`config.mk`:
```
export PLATFORM = sky130hd
export DESIGN_NAME = parity_stream_unit
export DESIGN_NICKNAME = d
export VERILOG_FILES = /design/src/rtl/parity_stream_unit.sv
export SDC_FILE = /design/constraint.sdc
export NUM_CORES = 1
export LEC_CHECK = 0
export ABC_CLOCK_PERIOD_IN_PS = 1950
export BUFFER_PORTS_ARGS = -buffer_cell sky130_fd_sc_hd__buf_2
export CORE_AREA = 2 2 51 53
export CTS_BUF_LIST = sky130_fd_sc_hd__clkbuf_4 sky130_fd_sc_hd__clkbuf_8
export CTS_CLUSTER_SIZE = 28
export DETAILED_ROUTE_END_ITERATION = 12
export DIE_AREA = 0 0 53 55
export PLACE_DENSITY = 0.71
export SLEW_MARGIN = 20
export SYNTH_ARGS = -nofsm -noshare
export SYNTH_HDL_FRONTEND = slang
export SYNTH_SLANG_ARGS = --single-unit
```
`constraint.sdc`:
```
create_clock -name clk -period 1.95 [get_ports clk]
set_input_delay 0.585 -clock clk [delete_from_list [all_inputs] [get_ports clk]]
set_output_delay 0.585 -clock clk [all_outputs]
set_load 0.05 [all_outputs]
```
`src/rtl/parity_stream_unit.sv`:
```
// Streaming parity generator/checker with one registered valid/ready stage.
// Also tracks link health with a saturating error counter and a sticky error flag.
module parity_stream_unit #(
    parameter int unsigned DATA_W = 8,
    parameter int unsigned CNT_W  = 8
) (
    input  logic              clk,
    input  logic              rst_n,
    input  logic              in_valid,
    output logic              in_ready,
    input  logic [DATA_W-1:0] in_data,
    input  logic              in_parity,
    input  logic              in_odd,
    input  logic              in_chk_en,
    output logic              out_valid,
    input  logic              out_ready,
    output logic [DATA_W-1:0] out_data,
    output logic              out_parity,
    output logic              out_err,
    input  logic              clr_err,
    output logic [CNT_W-1:0]  err_count,
    output logic              err_sticky
);

    logic              r_valid;
    logic [DATA_W-1:0] r_data;
    logic              r_parity;
    logic              r_err;
    logic [CNT_W-1:0]  r_count;
    logic              r_sticky;

    logic              w_accept;
    logic              w_take;
    logic              w_gen;
    logic              w_err;
    logic              w_err_accept;
    logic              w_valid_d;
    logic [CNT_W-1:0]  w_count_d;
    logic              w_sticky_d;

    // Ready whenever the stage is empty or is being drained this cycle.
    assign in_ready     = !r_valid || out_ready;
    assign w_accept     = in_valid && in_ready;
    assign w_take       = r_valid && out_ready;
    assign w_gen        = (^in_data) ^ in_odd;
    assign w_err        = in_chk_en && (in_parity != w_gen);
    assign w_err_accept = w_accept && w_err;

    always_comb begin
        w_valid_d = r_valid;
        if (w_accept) begin
            w_valid_d = 1'b1;
        end else if (w_take) begin
            w_valid_d = 1'b0;
        end
    end

    // Clear takes priority, but an error in the same cycle is still counted.
    always_comb begin
        w_count_d  = r_count;
        w_sticky_d = r_sticky;
        if (clr_err) begin
            w_count_d  = w_err_accept ? CNT_W'(1) : '0;
            w_sticky_d = w_err_accept;
        end else if (w_err_accept) begin
            w_sticky_d = 1'b1;
            if (r_count != {CNT_W{1'b1}}) begin
                w_count_d = r_count + CNT_W'(1);
            end
        end
    end

    always_ff @(posedge clk or negedge rst_n) begin
        if (!rst_n) begin
            r_valid  <= 1'b0;
            r_data   <= '0;
            r_parity <= 1'b0;
            r_err    <= 1'b0;
            r_count  <= '0;
            r_sticky <= 1'b0;
        end else begin
            r_valid  <= w_valid_d;
            r_count  <= w_count_d;
            r_sticky <= w_sticky_d;
            if (w_accept) begin
                r_data   <= in_data;
                r_parity <= w_gen;
                r_err    <= w_err;
            end
        end
    end

    assign out_valid  = r_valid;
    assign out_data   = r_data;
    assign out_parity = r_parity;
    assign out_err    = r_err;
    assign err_count  = r_count;
    assign err_sticky = r_sticky;

endmodule
```
==> flow_summary_export.csv <==
group,metric,value,unit
run_status,run_status,"finished with violations",
run_status,violations,"setup timing",
critical_path,slowest_stage,"xnor3_2",
final_layout,final_common_cell,"buf_2",
logic_synthesis,synth_fp_nets,104,
critical_path,cp.arrival,2.17,ns
route,first_pass_iters,4,
global_routing,grt_remaining_overflow,0,
timing,finalCritPeriodShare,102,%
route,via_per_inst,5.26,
global_routing,grt_busiest_layer,"met2",
global_routing,grt_pass1_wl,3620,um
logic_synthesis,synth-seq-cells,20,
clock_network,clock-sinks,20,
final_layout,stdcell_count,172,
route,drtAntennaViolNets,0,
timing,worst_pin_slew,0.452,ns
logic_synthesis,synth.area.top_cells,"dfrtp_1, mux2_2, xnor2_1, o31ai_1, or4_1",
die,dieArea,2920,um^2
final_layout,layout_common_cells,"buf_2, dfrtp_1, buf_4, mux2_2, inv_1",
logic_synthesis,synth_warnings,0,
timing,drv_slew,0,
critical_path,r2r_cells,6,
global_routing,grt_max_degree,21,
clock_network,cts_root_buffer,"clkbuf_4",
die,coreArea,2360,um^2
timing,setup_viol,1,
clock_network,postCtsHoldBufs,0,
critical_path,cpMostUsedCell,"xnor3_2",
clock_network,cts_buffer_depth,2,
clock_network,cts_tree,"yes",
route,drt_wl_total,2370,um
place,dp_hpwl,1770,um
critical_path,start_kind,"input pin",
place,dp_cells,165,
logic_synthesis,synth_top_area_share,50.3,%
critical_path,slowest_delay,0.47,ns
final_layout,fin_area,1480,um^2
critical_path,crit_path_end_kind,"flop",
global_routing,grt_usage,17.1,%
global_routing,grt_pass1_vias,865,
critical_path,path_depth,7,
timing,finalClockSkew,0.00513,ns
clock_network,htreeDepth,1,
logic_synthesis,syn_area_per_cell,11.4,um^2
critical_path,path_buf_inv,2,
clock_network,clk_pin_slew,0.11,ns
route,initialDrtViolationCount,21,
logic_synthesis,syn_area,995,um^2
logic_synthesis,ys_types,28,
clock_network,insertion_delay,0.30,ns
timing,slew_headroom,69.9,%
pwr,power.density,892,nW/um^2
logic_synthesis,yosysSeqAreaShare,50.3,%
clock_network,cts_buffers,3,
pwr,peakVddDrop,0.000584,V
timing,finalHoldViolations,0,
die,dieHeight,55,um
route,post_drt_wl_per_cell,13.8,um
route,vias,904,
global_routing,use_met2,33.1,%
final_layout,fillers,198,
timing,grt_setup_unrepaired,"yes",
global_routing,use_met3,2.69,%
timing,setup_slack,-0.0313,ns
worst_hold_path,hold_class,"input pin to async pin",
critical_path,path_class,"input pin to flop",
flow_run,maxCapViolations,0,
timing,finalCriticalPeriod,1.98,ns
logic_synthesis,syn-instance-count,87,
global_routing,antenna_found_initial,0,
die,die_w,53,um
route,drc,0,
die,ios,37,
critical_path,required,2.14,ns
place,place.gp.congestion,0.800,
logic_synthesis,synth_top_area_cell,"dfrtp_1",
pwr,power,1.32,mW
critical_path,critPathTopFamily,"XOR/XNOR gates",
place,place_area,1350,um^2
pwr,p_leak,0.727,nW
critical_path,crit_chain,"buf_6, xnor2_2, xnor3_2, xnor3_2, buf_4, o31ai_1, a21oi_2",
die,rows,18,
place,pre_cts_slack,-0.405,ns
final_layout,area_growth,48.4,%
place,io_buffers,36,
final_layout,drive_above_1_share,59.9,%
global_routing,met1_usage,19.2,%
timing,finalSetupTns,-0.0313,ns
die,start_util,42.1,%
final_layout,n_antenna_cell,0,
timing,max_freq,505,MHz
final_layout,final_nets,160,
critical_path,cp_max_fo,5,
-- sequential cells by signal, indices dropped and copies added, names as in the netlist --
signal and flops:
out_valid 1, out_err 1, out_data 8, err_sticky 1, out_parity 1, err_count 8
-- per-stage QoR --
step / hold WS [ns] / utilization [%]
floorplan: 0.289 / -
global placement: 0.467 / 57.0
detailed placement: 0.468 / 57.0
CTS: 0.224 / 59.9
global route: 0.228 / 62.4
finish: 0.212 / 62.4
-- routing by layer --
layer,wire [um],up-vias
li1,-,427
met4,31,0
met1,1030,431
met2,1150,41
met5,0,-
met3,165,5
-- logic make-up after synthesis --
family          count (synthesis)  share of synthesized area, %
mux                             8                          9.06
compound gates                 17                          11.4
buf+inv                         8                          3.14
fa+ha+maj                       1                          1.26
flops                          20                          50.3
simple gates                   24                          13.2
xor+xnor                        9                          11.6
-- final cells by class --
cell class | count | area (um^2) | area share (%)
Multi-Input combinational cell | 60 | 566 | 38.3
Sequential cell | 20 | 504 | 34.2
Timing Repair Buffer | 53 | 314 | 21.3
Tap cell | 30 | 37.5 | 2.54
Clock buffer | 4 | 36.3 | 2.46
Inverter | 5 | 18.8 | 1.27
-- cell usage after synthesis --
cell / number
xnor3_2: 1
inv_1: 5
buf_2: 1
or2_2: 1
ha_1: 1
nor2_1: 2
xnor2_1: 4
xnor2_2: 1
nor3_1: 1
a21oi_1: 5
xor2_1: 2
nand3_1: 4
mux2_2: 8
clkbuf_1: 2
o311a_1: 1
o21a_1: 2
o41ai_1: 1
nor4_1: 1
a21o_1: 2
dfrtp_1: 20
or3_1: 3
nand2b_1: 2
xnor3_1: 1
nand2_1: 5
or4_1: 4
o21ai_0: 2
o31ai_1: 4
nand4_1: 1
-- timing repair --
item	CTS	global route
setup endpoints to repair	6	4
setup buffers	0	2
cloned	1	0
gates resized for setup	2	10
endpoints found under the hold margin	0	0
pin swaps	3	0
-- final timing paths --
check	startpoint	end	slack, ns
worst max-delay path	in_data[6]	err_count[5]	-0.03
worst min-delay path	rst_n	err_count[4]	0.21
worst max register to register	err_count[0]	err_count[7]	0.03
worst min register to register	out_err	out_err	0.49
max in group asynchronous	rst_n	out_valid	1.40
min in group clk	out_err	out_err	0.49
-- where the power goes --
part | internal (mW) | switching [mW] | total (mW)
Sequential | 0.464 | 0.0234 | 0.488
Clock | 0.114 | 0.128 | 0.242
Combinational | 0.236 | 0.352 | 0.587
Total | 0.814 | 0.503 | 1.32
Note: power is estimated with default switching activity, not from simulation.
